$ cat config.mk
export PLATFORM = sky130hd
export DESIGN_NAME = pipe_drain_ctrl
export DESIGN_NICKNAME = d
export VERILOG_FILES = /design/src/rtl/pipe_pkg.sv /design/src/rtl/drain_fifo.sv /design/src/rtl/pipe_drain_ctrl.sv
export SDC_FILE = /design/constraint.sdc
export NUM_CORES = 1
export LEC_CHECK = 0
export CORE_UTILIZATION = 35
export DETAILED_ROUTE_END_ITERATION = 10
export HOLD_SLACK_MARGIN = 0.12
export PLACE_DENSITY = 0.48
export SLEW_MARGIN = 20
export SYNTH_ARGS = -nofsm -noshare
export SYNTH_HDL_FRONTEND = slang
export SYNTH_HIERARCHICAL = 1
export SYNTH_SLANG_ARGS = --single-unit
$ cat constraint.sdc
create_clock -name clk -period 9 [get_ports clk]
set_clock_uncertainty 0.05 [all_clocks]
set_input_delay 1.8 -clock clk [delete_from_list [all_inputs] [get_ports clk]]
set_output_delay 1.8 -clock clk [all_outputs]
set_load 0.01 [all_outputs]
$ cat src/rtl/pipe_pkg.sv
// Shared definitions for the multiply-pipe drain path.
//   DW       : result width delivered by the multiply pipe
//   OW       : beat width on the downstream valid/ready interface
//   result_t : one full pipe result
//   beat_e   : serializer beat selector (lower half first, then upper half)
package pipe_pkg;

  localparam int DW = 64;
  localparam int OW = 32;

  typedef logic [63:0] result_t;

  typedef enum logic {
    BEAT_LO = 1'b0,
    BEAT_HI = 1'b1
  } beat_e;

endpackage

$ cat src/rtl/drain_fifo.sv
// Result buffer behind the fixed-latency multiply pipe.
// Ports:
//   clk, rst_n  : clock, asynchronous active-low reset
//   push        : store push_data this cycle (the pipe cannot stall)
//   push_data   : result written at the write pointer
//   pop         : discard the head entry
//   head        : entry at the read pointer
//   count       : number of stored entries (0..DEPTH)
//   overflow    : sticky flag, set when a push found the buffer full with no pop
module drain_fifo
  import pipe_pkg::*;
#(
  parameter int DEPTH = 8,
  parameter int DW    = pipe_pkg::DW,
  parameter int CW    = $clog2(DEPTH + 1)
) (
  input  logic          clk,
  input  logic          rst_n,
  input  logic          push,
  input  logic [DW-1:0] push_data,
  input  logic          pop,
  output logic [DW-1:0] head,
  output logic [CW-1:0] count,
  output logic          overflow
);

  localparam int AW = (DEPTH > 1) ? $clog2(DEPTH) : 1;

  logic [DW-1:0] mem_r [DEPTH];
  logic [AW-1:0] wr_ptr_r;
  logic [AW-1:0] rd_ptr_r;
  logic [CW-1:0] count_r;
  logic          overflow_r;

  logic          full_s;
  logic          do_pop_s;
  logic          do_push_s;
  logic          drop_s;

  // Push/pop qualification; a push into a full buffer is only kept when a pop frees a slot
  always_comb begin
    full_s    = (count_r == CW'(DEPTH));
    do_pop_s  = pop && (count_r != {CW{1'b0}});
    do_push_s = push && (!full_s || do_pop_s);
    drop_s    = push && full_s && !do_pop_s;
  end

  // Storage array, written at the write pointer; contents need no reset
  always_ff @(posedge clk) begin
    if (do_push_s) begin
      mem_r[wr_ptr_r] <= push_data;
    end
  end

  // Pointers, occupancy and sticky overflow; pointers wrap naturally since DEPTH is a power of two
  always_ff @(posedge clk or negedge rst_n) begin
    if (!rst_n) begin
      wr_ptr_r   <= {AW{1'b0}};
      rd_ptr_r   <= {AW{1'b0}};
      count_r    <= {CW{1'b0}};
      overflow_r <= 1'b0;
    end else begin
      if (do_push_s) begin
        wr_ptr_r <= wr_ptr_r + AW'(1'b1);
      end
      if (do_pop_s) begin
        rd_ptr_r <= rd_ptr_r + AW'(1'b1);
      end
      case ({do_push_s, do_pop_s})
        2'b10:   count_r <= count_r + CW'(1'b1);
        2'b01:   count_r <= count_r - CW'(1'b1);
        default: count_r <= count_r;
      endcase
      if (drop_s) begin
        overflow_r <= 1'b1;
      end
    end
  end

  assign head     = mem_r[rd_ptr_r];
  assign count    = count_r;
  assign overflow = overflow_r;

endmodule

$ cat src/rtl/pipe_drain_ctrl.sv
// Downstream controller for the non-stallable 64-bit multiply pipe.
// Grants launches only while buffer space is guaranteed for every result in
// flight, buffers results, and serializes each as two beats (low half, then
// high half with m_last) on a valid/ready master interface.
// Ports:
//   clk, rst_n      : clock, asynchronous active-low reset
//   src_valid/ready : launch handshake toward the pipe source
//   pipe_out_valid  : result strobe from the pipe, pipe_out its data
//   m_valid/ready   : output beat handshake, m_data beat, m_last upper beat
//   level           : buffer occupancy
//   overflow        : sticky, a result was dropped
module pipe_drain_ctrl
  import pipe_pkg::*;
#(
  parameter int DEPTH = 8,
  parameter int DW    = pipe_pkg::DW,
  parameter int OW    = pipe_pkg::OW
) (
  input  logic                       clk,
  input  logic                       rst_n,
  input  logic                       src_valid,
  output logic                       src_ready,
  input  logic                       pipe_out_valid,
  input  logic [DW-1:0]              pipe_out,
  output logic                       m_valid,
  input  logic                       m_ready,
  output logic [OW-1:0]              m_data,
  output logic                       m_last,
  output logic [$clog2(DEPTH+1)-1:0] level,
  output logic                       overflow
);

  localparam int CW = $clog2(DEPTH + 1);

  logic [CW-1:0] inflight_r;
  logic [CW-1:0] inflight_next_s;
  logic [CW-1:0] count_s;
  logic [CW:0]   credit_sum_s;
  logic          launch_s;
  logic          pop_s;
  logic [DW-1:0] head_s;
  logic          overflow_s;
  beat_e         beat_r;
  beat_e         beat_next_s;
  logic          m_valid_s;
  logic [OW-1:0] m_data_s;
  logic          m_last_s;

  drain_fifo #(
    .DEPTH (DEPTH),
    .DW    (DW),
    .CW    (CW)
  ) u_fifo (
    .clk       (clk),
    .rst_n     (rst_n),
    .push      (pipe_out_valid),
    .push_data (pipe_out),
    .pop       (pop_s),
    .head      (head_s),
    .count     (count_s),
    .overflow  (overflow_s)
  );

  // Credit check: stored plus in-flight results must leave room for one more launch
  always_comb begin
    credit_sum_s = {1'b0, count_s} + {1'b0, inflight_r};
    src_ready    = (credit_sum_s < (CW + 1)'(DEPTH));
    launch_s     = src_valid && src_ready;
  end

  // In-flight counter next value; an arrival with nothing recorded in flight is not counted down
  always_comb begin
    inflight_next_s = inflight_r;
    case ({launch_s, pipe_out_valid})
      2'b10: inflight_next_s = inflight_r + CW'(1'b1);
      2'b01: begin
        if (inflight_r != {CW{1'b0}}) begin
          inflight_next_s = inflight_r - CW'(1'b1);
        end else begin
          inflight_next_s = inflight_r;
        end
      end
      default: inflight_next_s = inflight_r;
    endcase
  end

  // In-flight counter and serializer state registers
  always_ff @(posedge clk or negedge rst_n) begin
    if (!rst_n) begin
      inflight_r <= {CW{1'b0}};
      beat_r     <= BEAT_LO;
    end else begin
      inflight_r <= inflight_next_s;
      beat_r     <= beat_next_s;
    end
  end

  // Serializer: outputs derive from registers only, data forced to zero while idle
  always_comb begin
    beat_next_s = beat_r;
    m_valid_s   = 1'b0;
    m_data_s    = {OW{1'b0}};
    m_last_s    = 1'b0;
    pop_s       = 1'b0;
    case (beat_r)
      BEAT_LO: begin
        if (count_s != {CW{1'b0}}) begin
          m_valid_s = 1'b1;
          m_data_s  = head_s[OW-1:0];
          if (m_ready) begin
            beat_next_s = BEAT_HI;
          end else begin
            beat_next_s = BEAT_LO;
          end
        end else begin
          beat_next_s = BEAT_LO;
        end
      end
      BEAT_HI: begin
        m_valid_s = 1'b1;
        m_data_s  = head_s[DW-1:OW];
        m_last_s  = 1'b1;
        if (m_ready) begin
          pop_s       = 1'b1;
          beat_next_s = BEAT_LO;
        end else begin
          beat_next_s = BEAT_HI;
        end
      end
      default: beat_next_s = BEAT_LO;
    endcase
  end

  assign m_valid  = m_valid_s;
  assign m_data   = m_data_s;
  assign m_last   = m_last_s;
  assign level    = count_s;
  assign overflow = overflow_s;

endmodule
==> impl_metrics.env, run 1 <==
export IMPL_viasPerCell=5.07
export IMPL_regToRegStartpoint="beat_r"
export IMPL_yosysMostFrequentCell="edfxtp_1"
export IMPL_ir_worst_vdd_v=0.000236
export IMPL_synth_area_leaders="edfxtp_1 (75%), mux4_2 (14%), mux2_2 (3.7%)"
export IMPL_cp_cell_sequence="buf_12, buf_16, mux4_2, mux2_2, a22o_1, clkdlybuf4s50_1"
export IMPL_fin_crit_ns=5.81
export IMPL_drt_pass1_iterations=4
export IMPL_max_slew_margin_pct=30.6
export IMPL_final_cells=1837
export IMPL_cts_buffers_inserted=56
export IMPL_yosys_warnings=6
export IMPL_yosys_register_bits=528
export IMPL_routed_wl_mm=45.1
export IMPL_seq_area_frac_synth_pct=76.4
export IMPL_fill_cells=4977
export IMPL_setup_tns_final_ns=0
export IMPL_worstPathMaxFanout=82
export IMPL_holdPathEnd="u_fifo/overflow"
export IMPL_initial_core_util_pct=35.6
export IMPL_max_freq_ghz=0.172
export IMPL_antenna_found_initial=6
export IMPL_ys_async_sr_fraction_pct=3.03
export IMPL_crit_path_max_incr_delay_ns=0.71
export IMPL_synth_top_area_share_pct=74.5
export IMPL_synth_edf_count=512
export IMPL_clk_transition_reported_paths_ns=0.06
export IMPL_cp_start_kind="register"
export IMPL_fp_row_count=88
export IMPL_powerDensity_mw_per_mm2=335
export IMPL_synth_common_cells="edfxtp_1 (512), mux4_2 (128), mux2_2 (68)"
export IMPL_hold_path_class="reg2reg"
export IMPL_status="completed"
export IMPL_fin_crit_sh_pct=64.6
export IMPL_drc=0
export IMPL_arrival_ns=3.96
export IMPL_port_buffer_count=108
export IMPL_gp_congestion=0.687
export IMPL_p_clk_share_pct=26.5
export IMPL_rr_worst_depth=7
export IMPL_maxCapViolCount=0
export IMPL_drtIter0Drc=448
export IMPL_cts_setup_buffers=0
export IMPL_reg2reg_slack_ns=4.92
export IMPL_swShare_pct=29.9
export IMPL_fin_hold_ws_ns=0.471
export IMPL_cts_max_level=2
export IMPL_crit_slowest_cell="dfrtp_4"
export IMPL_syn_area_per_cell_sq_um=23.3
export IMPL_hpwl_mm=23.8
export IMPL_vias=9310
export IMPL_syn_nets=965
export IMPL_yosysUniqueCellTypes=39
export IMPL_cts_resized=0
export IMPL_cts_sinks=528
export IMPL_hold_depth=1
export IMPL_worstPathBufferInverterCount=3
export IMPL_synth_ff_type="edfxtp_1"
export IMPL_leakage_nw=7.69
export IMPL_core_area_sq_mm=0.0580
export IMPL_cts_root_buffer="clkbuf_16"
export IMPL_finalSetupViolCount=0
export IMPL_drtAntennaViolNets=0
export IMPL_intPower_mw=5.72
export IMPL_syn_area_sq_mm=0.0206
export IMPL_hold_viol=0
export IMPL_finalNetCount=1103
export IMPL_track_usage_pct=15.4
export IMPL_power_net_switching_mw=2.44
export IMPL_drive_gt1_share_pct=28.3
export IMPL_wire_per_inst_um=24.5
export IMPL_grt_max_degree=111
export IMPL_rsz0062_at_grt="no"
export IMPL_pwr_share_comb_pct=32.5
export IMPL_finalMaxSlewViolations=0
export IMPL_tightestPinTransition_ns=1.04
export IMPL_r2r_end="u_fifo/mem_r[2][8]"
export IMPL_synth_top_area_cell="edfxtp_1"
export IMPL_seqPwrFrac_pct=41.0
export IMPL_die_x_um=245
export IMPL_cts_path_max_buffers=3
export IMPL_cts_tree="yes"
export IMPL_grt_pass1_wl_mm=66.8
export IMPL_io_pins=109
export IMPL_die_area_sq_mm=0.0599
export IMPL_dpl_cell_count=1731
export IMPL_grt_pass1_vias=9856
export IMPL_overflow=0
export IMPL_syn_inst=887
export IMPL_required_ns=7.15
export IMPL_hp_start="u_fifo/overflow"
export IMPL_timing_worst_setup_path_type="reg2out"
export IMPL_syn2layout_area_growth_pct=18.1
export IMPL_end_kind="output pin"
export IMPL_clock_latency_ns=0.59
export IMPL_holdBufCountCts=0
export IMPL_critPathTopFamily="buffers and inverters"
export IMPL_die_h_um=245
power groups by stage:
stage	Clock (mW)	Sequential [mW]	Combinational [mW]
2_1_floorplan	0	3.27	1.82
3_3_place_gp	0	3.40	2.70
3_5_place_dp	0	3.41	2.70
4_1_cts	2.23	3.36	2.71
5_1_grt	2.32	3.39	2.84
6_report	2.17	3.35	2.65
state kept, by name (all words and copies together), names as in the netlist:
name and flops:
beat_r 1, inflight_r 4, u_fifo/count 4, u_fifo/mem_r 512, u_fifo/overflow 1, u_fifo/rd_ptr_r 3
u_fifo/wr_ptr_r 3
cell usage in the layout, fill, tap and decap left out, types with 2 or more instances in the layout:
| cell type | synthesis | routed |
|---|---|---|
| clkdlybuf4s50_1 | 0 | 108 |
| clkinv_1 | 0 | 16 |
| nand2_1 | 7 | 7 |
| xor2_1 | 4 | 4 |
| a311oi_1 | 2 | 2 |
| mux4_2 | 128 | 128 |
| nand3_1 | 5 | 5 |
| nor4_1 | 2 | 2 |
| nor3_2 | 0 | 2 |
| clkbuf_1 | 19 | 20 |
| clkbuf_16 | 0 | 58 |
| buf_4 | 2 | 16 |
| mux2i_1 | 3 | 3 |
| nor2_4 | 0 | 7 |
| inv_1 | 5 | 5 |
| a22o_1 | 32 | 32 |
| bufinv_16 | 0 | 2 |
| clkinv_2 | 0 | 4 |
| nor2b_1 | 2 | 2 |
| clkbuf_8 | 0 | 3 |
| nand2b_1 | 5 | 5 |
| a21oi_1 | 4 | 4 |
| xnor2_1 | 7 | 7 |
| ha_1 | 8 | 8 |
| nor2_1 | 12 | 5 |
| nor3_1 | 4 | 2 |
| mux2_2 | 68 | 68 |
| edfxtp_1 | 512 | 512 |
| dfrtp_1 | 16 | 12 |
| dfrtp_4 | 0 | 3 |
layer usage:
metal / wire [um] / up-vias / global-route usage (%)
met3: 2050 / 74 / 3.01
met5: 65 / - / 0
met2: 21300 / 185 / 24.0
met4: 932 / 10 / 4.69
met1: 20700 / 4996 / 21.7
li1: - / 4045 / -
worst max path at each step:
| stage | startpoint | slack (ns) | depth (start not counted) | endpoint |
|---|---|---|---|---|
| global route | u_fifo/rd_ptr_r[0] | 2.92 | 6 | m_data[22] |
| global placement | pipe_out_valid | 3.41 | 6 | u_fifo/mem_r[5][5] |
| CTS | u_fifo/rd_ptr_r[0] | 3.13 | 5 | m_data[21] |
| finish | u_fifo/rd_ptr_r[0] | 3.19 | 6 | m_data[22] |
| detailed placement | pipe_out_valid | 3.44 | 6 | u_fifo/mem_r[5][9] |
| floorplan | m_ready | 1.39 | 6 | u_fifo/mem_r[1][0] |
cells by family after synthesis:
family	Yosys count	synth area share, %
buffers and inverters	51	1.44
xor gates and xnor gates	11	0.467
DFF	528	76.4
and+or+nand+nor	41	1.02
adders and majority gates	9	0.582
AOI/OAI and AO/OA	46	2.08
muxes	201	18.0
through the flow:
stage | power, mW | instance area [sq um] | worst slack, ns | util [%]
3_3_place_gp | 6.09 | 22600 | 3.41 | 39.0
6_report | 8.16 | 24400 | 3.19 | 42.0
4_1_cts | 8.30 | 24300 | 3.13 | 41.9
3_5_place_dp | 6.11 | 22600 | 3.44 | 39.0
2_1_floorplan | 5.09 | 20600 | 1.39 | -
5_1_grt | 8.55 | 24400 | 2.92 | 42.0
layout make-up:
type,count,area (sq um),share of cell area [%]
Timing Repair Buffer,126,1250,5.13
Tap cell,765,957,3.93
Clock buffer,81,1570,6.43
Multi-Input combinational cell,308,4630,19.0
Antenna cell,1,2.50,0.0103
Inverter,5,18.8,0.0770
Sequential cell,528,15800,64.8
Clock inverter,23,156,0.642
Power figures use the tool's default switching activity.
==> run 2: changes to the inputs <==
- clock period: 9 -> 5.9 ns (I/O delays scaled with it)
==> run 2 against run 1 <==
- die area is the same
- routed wire length rose by 0.97%
- count of clock-buffer cells in the layout decreased by 8
- global-route usage grew 0.22 points
- setup slack worse by 2.0 ns
- register-to-register slack worse by 2.9 ns
- first-iteration DRC count rose by 25%
- clock power is 56% higher
- worst hold slack worse by 0.025 ns
- combinational power up 53%
- cell area is 0.59% higher
- non-clock buffer count up 8
- critical path type unchanged
- largest power group unchanged
==> impl_metrics.env, run 2 (same netlist as run 1, synthesis figures left out) <==
export IMPL_cts_sinks=528
export IMPL_largest_reg_flops=512
export IMPL_fin_crit_sh_pct=80.3
export IMPL_maxCapViolCount=0
export IMPL_finalNetCount=1111
export IMPL_grt_pass1_wl_mm=68.0
export IMPL_clock_latency_ns=0.59
export IMPL_max_freq_ghz=0.211
export IMPL_hold_viol=0
export IMPL_fp_row_count=88
export IMPL_end_kind="output pin"
export IMPL_wire_per_inst_um=24.6
export IMPL_syn2layout_area_growth_pct=18.8
export IMPL_cts_resized=0
export IMPL_tightestPinTransition_ns=1.04
export IMPL_ir_worst_vdd_v=0.000244
export IMPL_vias=9357
export IMPL_overflow=0
export IMPL_die_h_um=245
export IMPL_die_area_sq_mm=0.0599
export IMPL_drtAntennaViolNets=0
export IMPL_drt_pass1_iterations=4
export IMPL_hpwl_mm=25.9
export IMPL_fin_hold_ws_ns=0.446
export IMPL_cts_buffers_inserted=56
export IMPL_core_area_sq_mm=0.0580
export IMPL_setup_tns_final_ns=0
export IMPL_initial_core_util_pct=35.6
export IMPL_crit_slowest_cell="dfrtp_4"
export IMPL_routed_wl_mm=45.5
export IMPL_die_x_um=245
export IMPL_io_pins=109
export IMPL_hold_path_class="reg2reg"
export IMPL_required_ns=4.67
export IMPL_cts_max_level=2
export IMPL_fin_crit_ns=4.74
export IMPL_antenna_found_initial=1
export IMPL_layout_commonest_cell="edfxtp_1"
export IMPL_port_buffer_count=108
export IMPL_cts_path_max_buffers=3
export IMPL_leakage_nw=7.78
export IMPL_regMostFlops="u_fifo/mem_r"
export IMPL_cp_start_kind="register"
export IMPL_finalSetupViolCount=0
export IMPL_cts_root_buffer="clkbuf_16"
export IMPL_rsz0062_at_grt="no"
export IMPL_crit_path_max_incr_delay_ns=0.74
export IMPL_final_cell_mix="edfxtp_1 (512), mux4_2 (128), clkdlybuf4s50_1 (108), mux2_2 (68), clkbuf_16 (58)"
export IMPL_viasPerCell=5.07
export IMPL_drtIter0Drc=559
export IMPL_cp_cell_sequence="buf_4, mux4_2, mux2_2, a22o_1, clkdlybuf4s50_1"
export IMPL_finalMaxSlewViolations=0
export IMPL_arrival_ns=3.51
export IMPL_worstPathMaxFanout=23
export IMPL_holdBufCountCts=0
export IMPL_status="completed"
export IMPL_drive_gt1_share_pct=29.6
export IMPL_max_slew_margin_pct=30.5
export IMPL_grt_max_degree=58
export IMPL_powerDensity_mw_per_mm2=514
export IMPL_track_usage_pct=15.6
export IMPL_gp_congestion=0.727
export IMPL_clk_transition_reported_paths_ns=0.06
export IMPL_timing_worst_setup_path_type="reg2out"
export IMPL_cts_setup_buffers=0
export IMPL_drc=0
export IMPL_cts_tree="yes"
export IMPL_grt_pass1_vias=10100
## run 2: cell count changes in the layout (fill, tap and decap cells not counted)
cell        delta
bufinv_16      +2
buf_16         -1
clkbuf_8       -2
clkinvlp_4     +1
buf_12         +3
clkinv_2       +8
nor3_4         +2
clkinv_1       -1
nor3_2         -2
buf_4          +6
clkbuf_1       -6
## run 2: power by group
group	total [mW]	switching [mW]	internal, mW
Combinational	4.05	1.94	2.11
Clock	3.38	1.40	1.98
Sequential	5.16	0.433	4.73
Total	12.6	3.78	8.82
## run 2: metrics by stage
stage | cell area, sq um | util, % | power [mW] | std cells | setup WS, ns
5_1_grt | 24500 | 42.2 | 13.2 | 1846 | 0.956
3_3_place_gp | 22700 | 39.2 | 9.40 | 1740 | 1.34
2_1_floorplan | 20600 | - | 7.75 | 887 | 0.627
6_report | 24500 | 42.2 | 12.6 | 1847 | 1.16
3_5_place_dp | 22700 | 39.2 | 9.40 | 1740 | 1.31
4_1_cts | 24500 | 42.2 | 12.8 | 1846 | 1.03
## run 2: critical path, delay by kind of cell (launching register included)
kind                   cells  cell delay [ns]
AO/OA/AOI/OAI              1             0.29
buffers and inverters      2             1.01
flip-flops                 1             0.74
multiplexers               2             0.85
## run 2: final timing paths
check,from,endpoint,slack [ns],cells past startpoint
setup / recovery,u_fifo/rd_ptr_r[0],m_data[15],1.16,5
hold reg to reg,u_fifo/overflow,u_fifo/overflow,0.45,1
setup reg to reg,beat_r,u_fifo/mem_r[1][13],2.02,7
min in group asynchronous,rst_n,u_fifo/count[3],1.01,1
hold / removal,u_fifo/overflow,u_fifo/overflow,0.45,1
max in group asynchronous,rst_n,u_fifo/rd_ptr_r[2],4.20,1
## run 2: area by class of cell
type                            count  area, sq um
Fill cell                        4991        33500
Inverter                            5         18.8
Sequential cell                   528        15800
Clock buffer                       73         1520
Clock inverter                     33          260
Timing Repair Buffer              134         1330
Multi-Input combinational cell    308         4640
Antenna cell                        1         2.50
Tap cell                          765          957
## run 2: routing by layer
layer / GRT usage (%) / vias up / wire [um]
met3: 2.34 / 60 / 1550
met2: 25.0 / 142 / 22100
met5: 0 / - / 0
met4: 4.60 / 0 / 861
met1: 22.0 / 5081 / 21000
li1: - / 4074 / -
==> run 3: changes to the inputs <==
- PLACE_DENSITY: 0.48 -> 0.5
- clock period: 5.9 -> 3.9 ns (I/O delays scaled with it)
==> run 3 against run 2 <==
- first-iteration DRC count up 2.0%
- highest routed layer unchanged
- sequential share of layout area down 1.7 points
- non-clock buffer count up 35
- total power up 54%
- setup slack worse by 1.0 ns
- critical path depth up 1
==> impl_metrics.env, run 3 (same netlist as run 1, synthesis figures left out) <==
export IMPL_die_area_sq_mm=0.0599
export IMPL_finalNetCount=1146
export IMPL_fin_crit_sh_pct=97.0
export IMPL_grt_pass1_vias=10200
export IMPL_cts_sinks=528
export IMPL_seqPwrFrac_pct=38.8
export IMPL_regMostFlops="u_fifo/mem_r"
export IMPL_swShare_pct=29.5
export IMPL_required_ns=3.07
export IMPL_final_cells=1877
export IMPL_cts_path_max_buffers=3
export IMPL_end_kind="output pin"
export IMPL_maxCapViolCount=0
export IMPL_cts_root_buffer="clkbuf_16"
export IMPL_gp_congestion=0.675
export IMPL_drt_pass1_iterations=4
export IMPL_layout_commonest_cell="edfxtp_1"
export IMPL_fin_hold_ws_ns=0.434
export IMPL_dpl_cell_count=1761
export IMPL_cts_buffers_inserted=56
export IMPL_drtAntennaViolNets=0
export IMPL_initial_core_util_pct=35.6
export IMPL_ir_worst_vdd_v=0.000411
export IMPL_core_area_sq_mm=0.0580
export IMPL_multi_input_area_sq_mm=0.00464
export IMPL_grt_max_degree=42
export IMPL_cp_start_kind="register"
export IMPL_holdBufCountCts=0
export IMPL_die_h_um=245
export IMPL_hold_viol=0
export IMPL_hold_path_class="reg2reg"
export IMPL_worstPathMaxFanout=16
export IMPL_syn2layout_area_growth_pct=21.9
export IMPL_timing_worst_setup_path_type="reg2out"
export IMPL_die_x_um=245
export IMPL_status="completed"
export IMPL_overflow=0
export IMPL_powerDensity_mw_per_mm2=771
export IMPL_drc=0
export IMPL_arrival_ns=2.95
export IMPL_leakage_nw=8.12
export IMPL_fill_cells=4958
export IMPL_finalSetupViolCount=0
export IMPL_clock_latency_ns=0.60
export IMPL_clk_transition_reported_paths_ns=0.06
export IMPL_hpwl_mm=24.9
export IMPL_cts_tree="yes"
export IMPL_max_freq_ghz=0.264
export IMPL_wire_per_inst_um=24.2
export IMPL_p_clk_share_pct=26.3
export IMPL_cts_max_level=2
export IMPL_track_usage_pct=15.4
export IMPL_viasPerCell=5.05
export IMPL_fp_row_count=88
export IMPL_routed_wl_mm=45.5
export IMPL_setup_tns_final_ns=0
export IMPL_finalMaxSlewViolations=0
export IMPL_rsz0062_at_grt="no"
export IMPL_antenna_found_initial=1
export IMPL_final_cell_mix="edfxtp_1 (512), mux4_2 (128), clkdlybuf4s50_1 (95), mux2_2 (68), clkbuf_16 (59)"
export IMPL_tightestPinTransition_ns=0.907
export IMPL_port_buffer_count=108
export IMPL_drive_gt1_share_pct=31.8
export IMPL_io_pins=109
export IMPL_drtIter0Drc=570
export IMPL_seq_area_sq_mm=0.0158
export IMPL_largest_reg_flops=512
export IMPL_pwr_share_comb_pct=34.9
export IMPL_grt_pass1_wl_mm=67.6
export IMPL_fin_crit_ns=3.78
export IMPL_intPower_mw=13.7
export IMPL_vias=9473
export IMPL_final_util_pct=43.4
export IMPL_max_slew_margin_pct=39.4
export IMPL_power_net_switching_mw=5.71
## run 3: power by group through the flow
stage               Clock, mW  Sequential [mW]  Combinational [mW]
floorplan                   0             7.49                4.22
global placement            0             7.65                6.68
global route             5.46             7.60                7.26
finish                   5.10             7.52                6.76
CTS                      5.25             7.54                6.83
detailed placement          0             7.68                6.69
## run 3: final timing paths
| path | start | endpoint | slack [ns] | cells past startpoint |
|---|---|---|---|---|
| worst max register to register | u_fifo/count[1] | inflight_r[3] | 1.39 | 11 |
| min in group asynchronous | rst_n | inflight_r[3] | 0.64 | 1 |
| worst min-delay path | u_fifo/overflow | u_fifo/overflow | 0.43 | 1 |
| worst min register to register | u_fifo/overflow | u_fifo/overflow | 0.43 | 1 |
| max in group asynchronous | rst_n | u_fifo/rd_ptr_r[2] | 2.50 | 1 |
| worst max-delay path | u_fifo/rd_ptr_r[0] | m_data[12] | 0.12 | 6 |
## run 3: per-stage QoR
stage	setup WS (ns)	power (mW)	instance area [sq um]
after global routing	0.000892	20.3	25200
after global placement	0.541	14.3	23200
final	0.115	19.4	25200
after CTS	0.00581	19.6	25000
after detailed placement	0.530	14.4	23200
after floorplan	-0.143	11.7	20700
## run 3: routing by layer
layer	up-vias	global-route usage, %	routed length, um
met4	0	4.63	877
met3	59	2.80	1740
li1	4134	-	-
met2	153	26.2	23200
met5	-	0	0
met1	5127	20.2	19700
## run 3: final cells by class
class	instances	area share, %
Sequential cell	528	62.8
Multi-Input combinational cell	308	18.4
Timing Repair Buffer	169	7.89
Clock buffer	71	5.88
Tap cell	765	3.80
Clock inverter	30	1.14
Inverter	5	0.0746
Antenna cell	1	0.00995
## run 3: worst max-delay path, cell delays in order, from the launching register on
cell	delay (ns)
dfrtp_4	0.48
buf_12	0.15
buf_16	0.17
mux4_2	0.51
mux2_2	0.30
a22o_1	0.24
clkdlybuf4s50_1	0.48
## run 3: repair_timing
| action | 4_1_cts | 5_1_grt |
|---|---|---|
| cloned | 1 | 2 |
| setup buffers | 4 | 7 |
| resized for setup | 15 | 6 |
| setup endpoints to repair | 32 | 9 |
